$ cat config.mk
export PLATFORM = sky130hd
export DESIGN_NAME = isa_cycle_master
export DESIGN_NICKNAME = d
export VERILOG_FILES = /design/src/rtl/isa_cycle_master.sv
export SDC_FILE = /design/constraint.sdc
export NUM_CORES = 1
export LEC_CHECK = 0
export ABC_AREA = 1
export CAP_MARGIN = 20
export CELL_PAD_IN_SITES_DETAIL_PLACEMENT = 1
export CELL_PAD_IN_SITES_GLOBAL_PLACEMENT = 1
export CORE_MARGIN = 4
export CORE_UTILIZATION = 37
export DETAILED_ROUTE_END_ITERATION = 8
export GPL_TIMING_DRIVEN = 0
export HOLD_SLACK_MARGIN = 0.15
export PLACE_DENSITY = 0.94
export SLEW_MARGIN = 20
export SYNTH_ARGS = -nofsm -noshare
export SYNTH_HDL_FRONTEND = slang
export SYNTH_SLANG_ARGS = --single-unit
$ cat constraint.sdc
create_clock -name clk -period 4.33 [get_ports clk]
set_input_delay 0.6495 -clock clk [delete_from_list [all_inputs] [get_ports clk]]
set_output_delay 0.6495 -clock clk [all_outputs]
set_load 0.005 [all_outputs]
$ cat src/rtl/isa_cycle_master.sv
// ISA bus initiator: single-beat host requests become ISA I/O or memory cycles with wait states.
// Define ISA_RDY_SYNC_EN to pass bus_rdy through a two-flop synchronizer before use.
module isa_cycle_master #(
    parameter int unsigned SETUP_CYCLES = 1,
    parameter int unsigned CMD_CYCLES   = 4,
    parameter int unsigned HOLD_CYCLES  = 1,
    parameter int unsigned RDY_TIMEOUT  = 255
) (
    input  logic        clk,
    input  logic        reset_l,
    input  logic        req_valid,
    output logic        req_ready,
    input  logic [1:0]  req_type,
    input  logic [19:0] req_addr,
    input  logic [7:0]  req_wdata,
    output logic        rsp_valid,
    output logic [7:0]  rsp_rdata,
    output logic        rsp_timeout,
    output logic [19:0] bus_a,
    output logic        bus_aen,
    output logic        bus_ior_l,
    output logic        bus_iow_l,
    output logic        bus_memr_l,
    output logic        bus_memw_l,
    output logic [7:0]  bus_d_out,
    output logic        bus_d_oe,
    input  logic [7:0]  bus_d_in,
    input  logic        bus_rdy
);

    localparam int unsigned CNT_W = 8;
    localparam logic [CNT_W-1:0] SETUP_LAST = CNT_W'(SETUP_CYCLES - 1);
    localparam logic [CNT_W-1:0] CMD_LAST   = CNT_W'(CMD_CYCLES - 1);
    localparam logic [CNT_W-1:0] HOLD_LAST  = CNT_W'(HOLD_CYCLES - 1);
    localparam logic [CNT_W-1:0] WAIT_LIMIT = CNT_W'(RDY_TIMEOUT);

    localparam logic [1:0] T_IOR  = 2'b00;
    localparam logic [1:0] T_IOW  = 2'b01;
    localparam logic [1:0] T_MEMR = 2'b10;
    localparam logic [1:0] T_MEMW = 2'b11;

    typedef enum logic [1:0] {
        ST_IDLE,
        ST_SETUP,
        ST_CMD,
        ST_HOLD
    } state_e;

    state_e           state_q, state_d;
    logic [CNT_W-1:0] cnt_q, cnt_d;
    logic [CNT_W-1:0] wait_q, wait_d;
    logic [1:0]       type_q, type_d;
    logic             rdy_c;

    logic        req_ready_d, rsp_valid_d, rsp_timeout_d, bus_aen_d, bus_d_oe_d;
    logic        bus_ior_l_d, bus_iow_l_d, bus_memr_l_d, bus_memw_l_d;
    logic [7:0]  rsp_rdata_d, bus_d_out_d;
    logic [19:0] bus_a_d;

`ifdef ISA_RDY_SYNC_EN
    logic [1:0] rdy_sync_q;

    // bus_rdy comes from another domain; two flops before the FSM looks at it
    always_ff @(posedge clk or negedge reset_l) begin
        if (!reset_l) rdy_sync_q <= 2'b11;
        else          rdy_sync_q <= {rdy_sync_q[0], bus_rdy};
    end
    assign rdy_c = rdy_sync_q[1];
`else
    assign rdy_c = bus_rdy;
`endif

    // Next state, counters and the next value of every registered output
    always_comb begin
        state_d       = state_q;
        cnt_d         = cnt_q;
        wait_d        = wait_q;
        type_d        = type_q;
        bus_a_d       = bus_a;
        bus_d_out_d   = bus_d_out;
        rsp_rdata_d   = rsp_rdata;
        rsp_timeout_d = rsp_timeout;

        case (state_q)
            ST_IDLE: begin
                if (req_valid) begin
                    state_d       = ST_SETUP;
                    cnt_d         = '0;
                    wait_d        = '0;
                    type_d        = req_type;
                    bus_a_d       = req_type[1] ? req_addr : {4'h0, req_addr[15:0]};
                    bus_d_out_d   = req_wdata;
                    rsp_rdata_d   = 8'hFF;
                    rsp_timeout_d = 1'b0;
                end
            end
            ST_SETUP: begin
                if (cnt_q == SETUP_LAST) begin
                    state_d = ST_CMD;
                    cnt_d   = '0;
                end else begin
                    cnt_d = cnt_q + CNT_W'(1);
                end
            end
            ST_CMD: begin
                if (cnt_q < CMD_LAST) begin
                    cnt_d = cnt_q + CNT_W'(1);
                end else if (rdy_c) begin
                    state_d     = ST_HOLD;
                    cnt_d       = '0;
                    rsp_rdata_d = type_q[0] ? 8'hFF : bus_d_in;
                end else if (wait_q >= WAIT_LIMIT) begin
                    state_d       = ST_HOLD;
                    cnt_d         = '0;
                    rsp_rdata_d   = 8'hFF;
                    rsp_timeout_d = 1'b1;
                end else begin
                    wait_d = wait_q + CNT_W'(1);
                end
            end
            ST_HOLD: begin
                if (cnt_q == HOLD_LAST) begin
                    state_d = ST_IDLE;
                    cnt_d   = '0;
                end else begin
                    cnt_d = cnt_q + CNT_W'(1);
                end
            end
            default: state_d = ST_IDLE;
        endcase

        req_ready_d  = (state_d == ST_IDLE);
        rsp_valid_d  = (state_q == ST_HOLD) && (state_d == ST_IDLE);
        bus_aen_d    = (state_d == ST_IDLE);
        bus_d_oe_d   = (state_d != ST_IDLE) && type_d[0];
        bus_ior_l_d  = !((state_d == ST_CMD) && (type_d == T_IOR));
        bus_iow_l_d  = !((state_d == ST_CMD) && (type_d == T_IOW));
        bus_memr_l_d = !((state_d == ST_CMD) && (type_d == T_MEMR));
        bus_memw_l_d = !((state_d == ST_CMD) && (type_d == T_MEMW));
    end

    // State and registered outputs; reset drops the bus to idle immediately
    always_ff @(posedge clk or negedge reset_l) begin
        if (!reset_l) begin
            state_q     <= ST_IDLE;
            cnt_q       <= '0;
            wait_q      <= '0;
            type_q      <= T_IOR;
            req_ready   <= 1'b1;
            rsp_valid   <= 1'b0;
            rsp_rdata   <= 8'hFF;
            rsp_timeout <= 1'b0;
            bus_a       <= '0;
            bus_aen     <= 1'b1;
            bus_ior_l   <= 1'b1;
            bus_iow_l   <= 1'b1;
            bus_memr_l  <= 1'b1;
            bus_memw_l  <= 1'b1;
            bus_d_out   <= '0;
            bus_d_oe    <= 1'b0;
        end else begin
            state_q     <= state_d;
            cnt_q       <= cnt_d;
            wait_q      <= wait_d;
            type_q      <= type_d;
            req_ready   <= req_ready_d;
            rsp_valid   <= rsp_valid_d;
            rsp_rdata   <= rsp_rdata_d;
            rsp_timeout <= rsp_timeout_d;
            bus_a       <= bus_a_d;
            bus_aen     <= bus_aen_d;
            bus_ior_l   <= bus_ior_l_d;
            bus_iow_l   <= bus_iow_l_d;
            bus_memr_l  <= bus_memr_l_d;
            bus_memw_l  <= bus_memw_l_d;
            bus_d_out   <= bus_d_out_d;
            bus_d_oe    <= bus_d_oe_d;
        end
    end

endmodule

==> results by stage, run 1 <==
Detailed routing:
- The routed design has 8.62 mm of wire.
- The count of nets left with antenna violations once routing finished came out at 0.
- The overall via count from detail_route is 2708.
- The count of routing violations after the opening detailed-route iteration is 112.
- The remaining design rule violation count is 0.
- The pre-antenna-repair detailed-routing pass consisted of 6 iterations.
- In the routed layout, each cell is associated on average with a via count of roughly 5.
- In the final routed layout, each cell accounts on average for 15.6 um.

Synthesis:
- Counting every net in the synthesized netlist gives a little under 400.
- Summing every instance area after synthesis gives 3000 um2.
- The synthesized area per cell is 8.61 um2.
- The most used flip-flop cell after synthesis is sky130_fd_sc_hd__dfrtp_1.
- The portion of synthesized area spent on multiplexers is 0%.
- The synthesized-area fraction occupied by xor and xnor cells is 0.292%.
- Summing the areas of all fa, ha and maj instances in the mapped netlist gives 1.25% of the synthesized area.
- After synthesis, the largest family of logic cells by area is simple AND/OR/NAND/NOR gates.
- Ranked by total cell area, the synthesized netlist is headed by sky130_fd_sc_hd__dfrtp_1, sky130_fd_sc_hd__nand2_1, sky130_fd_sc_hd__dfstp_2, sky130_fd_sc_hd__o21ai_2, sky130_fd_sc_hd__nand3_1.
- The proportion of register bits with asynchronous set or reset after synthesis is 100%.
- The number of warnings reported in the yosys synthesis log is 0.
- The number of synthesized register bits is 64.
- By count the netlist is led by sky130_fd_sc_hd__nand2_1, sky130_fd_sc_hd__dfrtp_1, sky130_fd_sc_hd__nor2_1.
- The area fraction in compound gates after synthesis is 7.68%.
- In the synthesized netlist, the number of instances is 348.
- The distinct cell type count after synthesis is 27.
- The share of the yosys chip area belonging to registers is 54.0%.
- The share of synthesized cell area in and, or, nand and nor gates is between 30% and 40%.
- Counting flops with a built-in enable in the synthesized netlist gives 0.
- The largest area contributor in the netlist is sky130_fd_sc_hd__dfrtp_1.
- The most common cell in the netlist is sky130_fd_sc_hd__nand2_1.
- Summed over its instances, the top area cell type makes up 42.6% of the synthesized netlist area.

Die:
- The vertical die dimension is 98.0 um.
- The die area is roughly 9600 um2.
- The count of standard-cell rows is 32.
- The starting density of the core is around two fifths.
- The floorplan die width is 98.0 um.
- The I/O pin total is just under 90.
- The floorplan step defined a core boundary enclosing 7810 um2.

Setup path:
- Tracing the worst setup path back leads to its startpoint at bus_aen.
- The critical path endpoint category is a primary output.
- The start of the worst register-to-register path is cnt_q[0].
- The largest fanout of any net on the critical path is 2.
- The length in cells of the worst reg-to-reg path is 9.
- The worst register-to-register path ends at bus_d_oe.
- In this run the worst setup path terminates at req_ready.
- Data on the critical path is required at its endpoint by 3.68 ns.
- STA classifies the critical path startpoint as a flop.
- Setup slack on the worst reg-to-reg path comes out at 2.59 ns.
- The critical path is of the flop to primary output type.
- STA puts the critical path data arrival time at 1.47 ns.

Layout:
- Cells with a size suffix above 1 make up 18.0% of the layout.
- The net count of the finished layout is 491.
- The final cell utilization of the core is between 50% and 60%.
- After filler insertion, the fill cell instance count of the layout stands at 907.
- The count of antenna diodes in the layout is 0.
- Relative to the synthesized area, the layout overhead comes to 41.1%.

STA:
- Setup violations remaining at the end of the flow were counted as 0.
- The final clock skew is ~0.0057 ns.
- The count of final max-slew check failures is 0.
- The worst-case headroom to the max-slew limit is 74.9%.
- The pin slew with the least headroom to its limit is 0.376 ns.
- Derived from the worst setup path, the maximum achievable clock frequency is 471 MHz.
- Setup repair after global routing left no endpoint under its margin.
- The part of the cycle the worst path needs is 49.0%.
- The final critical path time including I/O delays and setup is 2.12 ns.
- The number of hold violations in the final report came to 0.
- For the final routed database, the setup TNS stands at 0 ns.

Hold path:
- The type of the tightest min-delay check is input pin to asynchronous set/reset pin.

Pwr:
- The static leakage power is approximately 2.0 nW.
- Power spread over the standard cell area amounts to slightly below 700 nW/um2.
- The maximum vdd ir drop is 259 uV.

Flow run:
- The count of maximum capacitance violations is 0.

CTS:
- The number of H-tree levels is 3.
- In this run the clock root is driven by a sky130_fd_sc_hd__clkbuf_8.
- The post-cts gate resize count is 0.
- The post-CTS clock slew at the launch and capture registers of the worst setup and hold paths is 0.08 ns.
- Clock tree synthesis inserted a total of 9 buffers.
- The longest clock path from root to sink contains 2 buffers.
- The post-CTS setup buffer count is 0.
- The clock insertion delay at the later pin of the skew report is 0.35 ns.
- The number of clock sinks is 64.
- TritonCTS built the clock tree.
- The count of hold-fix buffers inserted at cts is 0.

Global route:
- The via count of the first global-routing pass came to 2971.
- The aggregate global-route resource usage is around a fifth.
- The wire length of the first global-routing pass is roughly 15 mm.
- The number of antenna violations at the first check in global routing is 0.
- After global routing the overflow that remains totals 0.
- The pin count of the biggest net entering global routing is 41.

Place:
- The quantity of I/O buffers inserted on ports is 86.
- Routability-driven placement finished with a final weighted congestion of 0.828.
- The estimated wirelength of the detail-placed design is roughly 6.2 mm.

Status:
- The flow ran to the end, and the final reports show no timing, DRC or antenna violations.
[area by class of cell]
cell class	count	area [um2]	share of cell area (%)
inverter	25	96.3	2.28
clock inverter	7	103	2.43
multi-input combinational	250	1200	28.4
sequential	64	1620	38.3
timing repair buffer	87	878	20.8
tap	102	128	3.02
clock buffer	9	124	2.93
buffer	9	80.1	1.89
[worst min-delay path by stage]
stage | endpoint | slack, ns | depth (start not counted)
after floorplan | bus_a[0] | 0.35 | 0
after global placement | rsp_rdata[7] | 0.46 | 2
after detailed placement | rsp_rdata[4] | 0.47 | 2
after CTS | bus_a[16] | 0.20 | 1
after global routing | wait_q[1] | 0.22 | 1
final | wait_q[5] | 0.20 | 1
[critical path, stage by stage, from the launching register on]
cell                              delay, ns
sky130_fd_sc_hd__dfstp_2               0.54
sky130_fd_sc_hd__buf_4                 0.10
sky130_fd_sc_hd__clkdlybuf4s50_1       0.49
[through the flow]
stage	total power [mW]	hold slack, ns	std cells	setup WS [ns]	cell area (um2)
final	2.87	0.203	553	2.21	4230
after global placement	2.20	0.459	536	0.512	3990
after floorplan	1.66	0.354	348	2.94	3000
after detailed placement	2.28	0.470	537	2.27	4000
after CTS	2.90	0.199	553	2.18	4230
after global routing	3.08	0.216	553	2.15	4230
[cells by family (layout without fill, tap and decap cells)]
kind of cell	Yosys count	after routing
AO/OA/AOI/OAI	33	33
XOR/XNOR	1	1
adder cells (fa/ha/maj)	3	3
buffers and inverters	34	137
flip-flops	64	64
AND/OR/NAND/NOR	213	213
[registers in the layout, summed over array words and instances (netlist names), 2 cells and up]
register and count:
bus_a 20, bus_d_out 8, cnt_q 8, rsp_rdata 8
state_q 2, type_q 2, wait_q 8
[power breakdown]
| group | internal [mW] | switching [mW] |
|---|---|---|
| clock network | 0.330 | 0.261 |
| registers | 0.883 | 0.182 |
| logic | 0.614 | 0.600 |
| total | 1.83 | 1.04 |
[metal layers]
layer	vias to the layer above	global-route usage, %	wire (um)
met5	-	0	0
met4	0	5.43	129
met2	82	32.9	4380
li1	1292	-	-
met3	13	5.21	485
met1	1321	22.3	3620
[cells in the final DEF (no fill, tap or decap), drive strengths merged, types with 6 or more instances in the layout]
cell type	netlist	routed
clkdlybuf4s50	0	85
clkbuf	0	9
dfrtp	51	51
nand2	154	154
inv	25	27
nor2	26	26
dfstp	13	13
nand4	6	6
nand3	20	20
buf	9	11
o21ai	26	26
(Power assumes the default switching activity.)
==> inputs of run 2 (changes only) <==
--- a/config.mk
+++ b/config.mk
@@ -10,11 +10,11 @@
 export CELL_PAD_IN_SITES_DETAIL_PLACEMENT = 1
 export CELL_PAD_IN_SITES_GLOBAL_PLACEMENT = 1
 export CORE_MARGIN = 4
-export CORE_UTILIZATION = 37
+export CORE_UTILIZATION = 31
 export DETAILED_ROUTE_END_ITERATION = 8
 export GPL_TIMING_DRIVEN = 0
 export HOLD_SLACK_MARGIN = 0.15
-export PLACE_DENSITY = 0.94
+export PLACE_DENSITY = 0.85
 export SLEW_MARGIN = 20
 export SYNTH_ARGS = -nofsm -noshare
 export SYNTH_HDL_FRONTEND = slang
==> constraint.sdc (replaced) <==
create_clock -name clk -period 1.8 [get_ports clk]
set_input_delay 0.27 -clock clk [delete_from_list [all_inputs] [get_ports clk]]
set_output_delay 0.27 -clock clk [all_outputs]
set_load 0.005 [all_outputs]
==> results by stage, run 2 (synthesis results as in run 1) <==
Global route:
- The residual overflow from global routing is 0 (unchanged).
- The aggregate global-route resource usage was 15.2% (was 18.7%).
- The number of antenna violations at the first check in global routing came to 0 (unchanged).
- The wire length of the first global-routing pass is 13.7 mm (was 14.6 mm).
- The via count of the first global-routing pass came to 2858 (was 2971).
- The pin count of the biggest net entering global routing was 44 (was 41).

Detailed routing:
- The count of routing violations after the opening detailed-route iteration is 71 (was 112).
- The total wire length is 8.24 mm (was 8.62 mm).
- The overall via count from detail_route came to 2660 (was 2708).
- The remaining design rule violation count is 0 (unchanged).
- The number of search-and-repair iterations in the first detailed-routing pass is 4 (was 6).
- The average routed wire per standard cell is 14.2 um (was 15.6 um).
- The antenna violation net count after detailed routing came to 0 (unchanged).
- The average via count per standard cell was 4.58 (was 4.90).

CTS:
- The maximum root-to-sink buffer count was 2 (unchanged).
- The clock tree from TritonCTS is done (unchanged).
- The root buffer selected by CTS was sky130_fd_sc_hd__clkbuf_8 (unchanged).
- The post-CTS setup buffer count is 0 (unchanged).
- The number of buffers created by CTS is 9 (unchanged).
- The number of H-tree levels was 3 (unchanged).
- The clock insertion delay at the later pin of the skew report came to 0.35 ns (about the same).
- The number of clock sinks came to 64 (unchanged).
- The post-CTS clock slew at the launch and capture registers of the worst setup and hold paths came to 0.08 ns (about the same).

Layout:
- The final cell utilization of the core was 45.6% (was 54.2%).
- The area taken by multi-input logic gates is 1200 um2 (unchanged).
- The count of antenna diodes in the layout is 0 (unchanged).
- The final layout net count was 492 (was 491).
- The number of standard cells in the layout, taps in and fillers out is 581 (was 553).
- The register containing the most flip-flops in the final layout was bus_a (unchanged).
- The number of flip-flops in the largest register is 20 (unchanged).
- The register cell area after layout came to 1620 um2 (unchanged).
- The count of filler cells inserted in the layout is 1127 (was 907).
- The most common library cell in the layout ignoring fill and taps is sky130_fd_sc_hd__nand2_1 (unchanged).
- Most frequent cells in the layout: sky130_fd_sc_hd__nand2_1, sky130_fd_sc_hd__clkdlybuf4s50_1, sky130_fd_sc_hd__dfrtp_1 (unchanged).
- The fraction of layout cells with a size suffix above 1 was 17.9% (was 18.0%).
- The synthesis-to-finish area growth is 41.8% (was 41.1%).

Setup path:
- The maximum cell stage delay along the critical path is 0.54 ns (about the same).
- The endpoint arrival time on the critical path is 1.46 ns (was 1.47 ns).
- The family of cells with the greatest summed delay on the critical path is buffers and inverters (unchanged).
- The start of the worst register-to-register path is wait_q[0] (was cnt_q[0]).
- The buffer and inverter count on the worst path is 2 (unchanged).
- The largest fanout of any net on the critical path is 2 (unchanged).
- The startpoint class of the critical path is a flop (unchanged).
- The end of the worst register-to-register path is bus_d_oe (unchanged).
- Cells along the critical path: buf_4 -> clkdlybuf4s50_1 (unchanged).
- The length in cells of the worst reg-to-reg path was 9 (unchanged).
- The count of cell instances traversed by the critical path is 2 (unchanged).
- The type of the worst setup path is flop to primary output (unchanged).
- The critical path endpoint category was a primary output (unchanged).
- The required time of the worst setup path is 1.53 ns (was 3.68 ns).
- The critical-path cell with the highest stage delay is sky130_fd_sc_hd__dfstp_2 (unchanged).
- The worst-case register-to-register setup slack is 0.19 ns (was 2.59 ns).

STA:
- The worst-case headroom to the max-slew limit came to 77.5% (was 74.9%).
- The final clock skew is 0.00960 ns (was 0.00571 ns).
- The final number of setup-violating endpoints was 0 (unchanged).
- The post-route setup TNS is 0 ns (unchanged).
- The final critical path time including I/O delays and setup is between 1.5 and 2 ns.
- The peak clock frequency supported by timing is 577 MHz.
- The number of hold violations in the final report came to 0 (unchanged).
- The worst path uses a little over nine tenths of the clock period.
- The count of final max-slew check failures is 0 (unchanged).
- The pin slew with the least headroom to its limit was 0.336 ns (was 0.376 ns).
- Setup repair after global routing missed its margin: no (unchanged).

Pwr:
- The maximum vdd ir drop was 668 uV (was 259 uV).
- The post-layout total power is 6.70 mW (was 2.87 mW).
- The static leakage power is 2.02 nW (was 2.03 nW).
- The total power density per cell area is 1580 nW/um2 (was 678 nW/um2).

Die:
- The starting density of the core is 32.1% (was 38.4%).
- The count of standard-cell rows was 35 (was 32).
- The floorplan core area is 9330 um2 (was 7810 um2).
- The vertical die dimension is 106 um (was 98.0 um).
- The die area was 11300 um2 (was 9600 um2).
- The I/O pin total is 87 (unchanged).
- The floorplan die width is 106 um (was 98.0 um).

Place:
- The quantity of I/O buffers inserted on ports came to 86 (unchanged).
- The estimated wirelength of the detail-placed design is 6.33 mm (was 6.22 mm).
- The weighted congestion at the end of routability-driven global placement came to 0.750 (was 0.828).
- The number of instances in the placed design came to 564 (was 537).

Flow run:
- The count of maximum capacitance violations is 0 (unchanged).

Status:
- Run status: finished clean (unchanged).

Hold path:
- The type of the tightest min-delay check is input pin to asynchronous set/reset pin (unchanged).
run 2: power breakdown:
part / switching [mW] / internal, mW
registers: 0.422 / 2.12
clock network: 0.618 / 0.653
logic: 1.41 / 1.48
total: 2.45 / 4.25
run 2: per-stage QoR:
| stage | hold WS, ns | cell area, um2 | setup slack, ns |
|---|---|---|---|
| after global routing | 0.381 | 4250 | 0.0154 |
| after CTS | 0.357 | 4250 | 0.0390 |
| final | 0.352 | 4250 | 0.0682 |
| after global placement | 0.460 | 4020 | -1.69 |
| after detailed placement | 0.191 | 4040 | 0.102 |
| after floorplan | -0.0256 | 3000 | 0.414 |
run 2: how the worst max path moves through the flow:
stage              start          to  slack (ns)
6_report         bus_aen   req_ready        0.07
5_1_grt          bus_aen   req_ready        0.02
4_1_cts          bus_aen   req_ready        0.04
3_5_place_dp   req_valid  bus_memr_l        0.10
3_3_place_gp     reset_l   bus_a[11]       -1.69
2_1_floorplan   cnt_q[0]   wait_q[4]        0.41
run 2: per-layer routing:
metal	vias up	share of wire, %	global-route usage, %
met4	0	0.62	3.61
met1	1299	41	17.1
met2	64	53	27.4
met5	-	0	0
met3	5	5.6	5.28
li1	1292	-	-
run 2: layout make-up:
class	instances	share of cell area, %
multi-input combinational	250	28.3
clock buffer	9	2.91
sequential	64	38.1
inverter	25	2.27
tap	129	3.80
buffer	9	1.88
clock inverter	7	1.88
timing repair buffer	88	20.9
run 2: what timing repair did:
action	in CTS	in global routing
endpoints found under the setup margin	0	0
gates resized for setup	0	0
hold buffers	1	0
hold endpoints to repair	59	0
run 2: worst register-to-register path: cells and delay by family, from the launching register on:
family / cells / cell delay (ns)
adder cells (fa/ha/maj): 1 / 0.24
buffers and inverters: 2 / 0.12
flip-flops: 1 / 0.42
AND/OR/NAND/NOR: 6 / 0.73
==> inputs of run 3 (changes only) <==
--- a/config.mk
+++ b/config.mk
@@ -15,6 +15,7 @@
 export GPL_TIMING_DRIVEN = 0
 export HOLD_SLACK_MARGIN = 0.15
 export PLACE_DENSITY = 0.85
+export SETUP_SLACK_MARGIN = 0.5
 export SLEW_MARGIN = 20
 export SYNTH_ARGS = -nofsm -noshare
 export SYNTH_HDL_FRONTEND = slang
==> results by stage, run 3 (synthesis results as in run 1) <==
Status:
- Run status: finished clean (unchanged).

Layout:
- The fraction of layout cells with a size suffix above 1 is 50.2% (was 17.9%).
- The most common library cell in the layout ignoring fill and taps is sky130_fd_sc_hd__nand2_1 (unchanged).
- The final layout net count was 572 (was 492).
- Most frequent cells in the layout: sky130_fd_sc_hd__nand2_1, sky130_fd_sc_hd__buf_4, sky130_fd_sc_hd__dfrtp_1 (was sky130_fd_sc_hd__nand2_1, sky130_fd_sc_hd__clkdlybuf4s50_1, sky130_fd_sc_hd__dfrtp_1).
- The number of flip-flops in the largest register came to 20 (unchanged).
- The register containing the most flip-flops in the final layout is bus_a (unchanged).
- The synthesis-to-finish area growth is 86.2% (was 41.8%).
- The total non-filler cell area in the finished layout came to 5580 um2 (was 4250 um2).
- The count of antenna diodes in the layout is 0 (unchanged).

Setup path:
- The count of cell instances traversed by the critical path was 10 (was 2).
- The critical-path cell with the highest stage delay is sky130_fd_sc_hd__dfrtp_1 (was sky130_fd_sc_hd__dfstp_2).
- Cells along the critical path: ha_4 -> buf_6 -> buf_6 -> buf_6 -> buf_6 -> nand3_4 -> nor2_4 -> nand2_2 -> xor2_1 -> o21ai_1 (was buf_4 -> clkdlybuf4s50_1).
- The launching element of the worst setup path was cnt_q[0] (was bus_aen).
- The length in cells of the worst reg-to-reg path came to 10 (was 9).
- The type of the worst setup path is flop to flop (was flop to primary output).
- The family of cells with the greatest summed delay on the critical path is flip-flops (was buffers and inverters).
- The start of the worst register-to-register path was cnt_q[0] (was wait_q[0]).
- The endpoint arrival time on the critical path came to 1.94 ns (was 1.46 ns).
- The cell that appears most often on the critical path is sky130_fd_sc_hd__buf_6.
- The startpoint class of the critical path is a flop (unchanged).
- The buffer and inverter count on the worst path was 4 (was 2).
- The critical path endpoint category is a flop (was primary output).
- The maximum cell stage delay along the critical path was 0.43 ns (was 0.54 ns).
- The required time of the worst setup path is 2.06 ns (was 1.53 ns).
- The largest fanout of any net on the critical path is 3 (was 2).

Detailed routing:
- The number of search-and-repair iterations in the first detailed-routing pass was 5 (was 4).
- The count of routing violations after the opening detailed-route iteration is 165 (was 71).
- The average routed wire per standard cell came to 22.5 um (was 14.2 um).
- The average via count per standard cell is 5.00 (was 4.58).
- The total wire length is 14.9 mm (was 8.24 mm).
- The remaining design rule violation count is 0 (unchanged).
- The antenna violation net count after detailed routing is 0 (unchanged).
- The overall via count from detail_route is 3305 (was 2660).

CTS:
- The clock tree from TritonCTS was done (unchanged).
- The number of clock sinks is 64 (unchanged).
- The number of H-tree levels is 3 (unchanged).
- The clock insertion delay at the later pin of the skew report is 0.36 ns (was 0.35 ns).
- The post-CTS clock slew at the launch and capture registers of the worst setup and hold paths is 0.08 ns (about the same).
- The maximum root-to-sink buffer count is 2 (unchanged).
- The root buffer selected by CTS is sky130_fd_sc_hd__clkbuf_8 (unchanged).
- The number of buffers created by CTS is 9 (unchanged).

Global route:
- The number of antenna violations at the first check in global routing is 0 (unchanged).
- The via count of the first global-routing pass was 3462 (was 2858).
- The wire length of the first global-routing pass was 18.2 mm (was 13.7 mm).
- The residual overflow from global routing is 0 (unchanged).
- The pin count of the biggest net entering global routing is 40 (was 44).
- The aggregate global-route resource usage was 20.7% (was 15.2%).

Die:
- The die area is 11300 um2 (unchanged).
- The floorplan core area came to 9330 um2 (unchanged).
- The vertical die dimension came to 106 um (unchanged).
- The count of standard-cell rows is 35 (unchanged).
- The starting density of the core is 32.1% (unchanged).
- The I/O pin total is 87 (unchanged).
- The floorplan die width was 106 um (unchanged).

STA:
- The worst-case headroom to the max-slew limit is 73.6% (was 77.5%).
- The number of hold violations in the final report was 0 (unchanged).
- The peak clock frequency supported by timing is 596 MHz (was 577 MHz).
- The part of the cycle the worst path needs is 93.3% (was 96.2%).
- The final clock skew was 0.0144 ns (was 0.00960 ns).
- The pin slew with the least headroom to its limit was 0.396 ns (was 0.336 ns).
- The post-route setup TNS is 0 ns (unchanged).
- Setup repair after global routing missed its margin: yes (was no).
- The final critical path time including I/O delays and setup is 1.68 ns (was 1.73 ns).
- The minimum hold slack came to 0.389 ns (was 0.352 ns).
- The count of final max-slew check failures is 0 (unchanged).
- The final number of setup-violating endpoints was 0 (unchanged).

Place:
- The quantity of I/O buffers inserted on ports is 86 (unchanged).
- The estimated wirelength of the detail-placed design was 6.26 mm (was 6.33 mm).
- The placed instance area came to 4050 um2 (was 4040 um2).
- The weighted congestion at the end of routability-driven global placement is 0.744 (was 0.750).

Pwr:
- The clock network fraction of total power is 15.2% (was 19.0%).
- The total net switching power came to 3.82 mW (was 2.45 mW).
- The proportion of power drawn by flip-flops and latches is 28.9% (was 38.0%).
- The total power density per cell area is 1680 nW/um2 (was 1580 nW/um2).
- The maximum vdd ir drop was 657 uV (was 668 uV).
- The switching portion of total power was 40.9% (was 36.5%).
- The total internal power is 5.53 mW (was 4.25 mW).
- The static leakage power is 2.69 nW (was 2.02 nW).
- The post-layout total power is 9.35 mW (was 6.70 mW).
- The share of total power in combinational logic is 56.0% (was 43.0%).

Flow run:
- The count of maximum capacitance violations is 0 (unchanged).

Hold path:
- The type of the tightest min-delay check was input pin to asynchronous set/reset pin (unchanged).
run 3: power by group through the flow:
stage	sequential, mW	clock (mW)	combinational [mW]
3_3_place_gp	2.54	0	2.81
2_1_floorplan	2.54	0	1.47
6_report	2.70	1.42	5.23
4_1_cts	2.55	1.40	3.73
5_1_grt	2.75	1.51	5.53
3_5_place_dp	2.57	0	2.94
run 3: timing repair:
action                                 4_1_cts  5_1_grt
pin swaps                                   19       32
setup buffers                               45       30
cloned                                       2        3
resized for setup                          170      131
endpoints found under the hold margin       25        0
hold buffers                                 1        0
setup endpoints to repair                  107       83
run 3: layout make-up:
type,count,area [um2]
inverter,25,114
fill,1028,3750
tap,129,161
sequential,64,1630
timing repair buffer,168,1600
multi-input combinational,250,1730
buffer,9,140
clock buffer,12,145
clock inverter,4,70.1
run 3: metal layers:
| layer | global-route usage (%) | wire length, um | part of all wire (%) | vias up |
|---|---|---|---|---|
| met4 | 8.60 | 595 | 4.0 | 0 |
| li1 | - | - | - | 1452 |
| met3 | 4.86 | 651 | 4.4 | 53 |
| met2 | 37.8 | 8280 | 56 | 126 |
| met1 | 22.7 | 5370 | 36 | 1674 |
| met5 | 0 | 0 | 0 | - |
run 3: final timing paths:
check | slack (ns) | to
worst min register to register | 0.48 | rsp_rdata[1]
worst max-delay path | 0.12 | cnt_q[6]
worst max register to register | 0.12 | cnt_q[6]
worst min-delay path | 0.39 | bus_d_out[3]
max in group asynchronous | 0.80 | bus_aen
min in group clk | 0.46 | bus_d_out[7]
run 3: metrics by stage:
stage / cells / utilization, % / worst slack [ns]
2_1_floorplan: 348 / - / 0.441
3_3_place_gp: 563 / 43.3 / -1.69
3_5_place_dp: 564 / 43.5 / 0.0787
4_1_cts: 628 / 52.4 / 0.302
5_1_grt: 661 / 59.8 / 0.0361
6_report: 661 / 59.8 / 0.121
run 3: worst reg2reg max path: cells and delay by family (launching register included):
family,cells,cell delay [ns]
AO/OA/AOI/OAI,1,0.17
XOR/XNOR,1,0.16
adder cells (fa/ha/maj),1,0.20
buffers and inverters,4,0.38
flip-flops,1,0.43
AND/OR/NAND/NOR,3,0.25
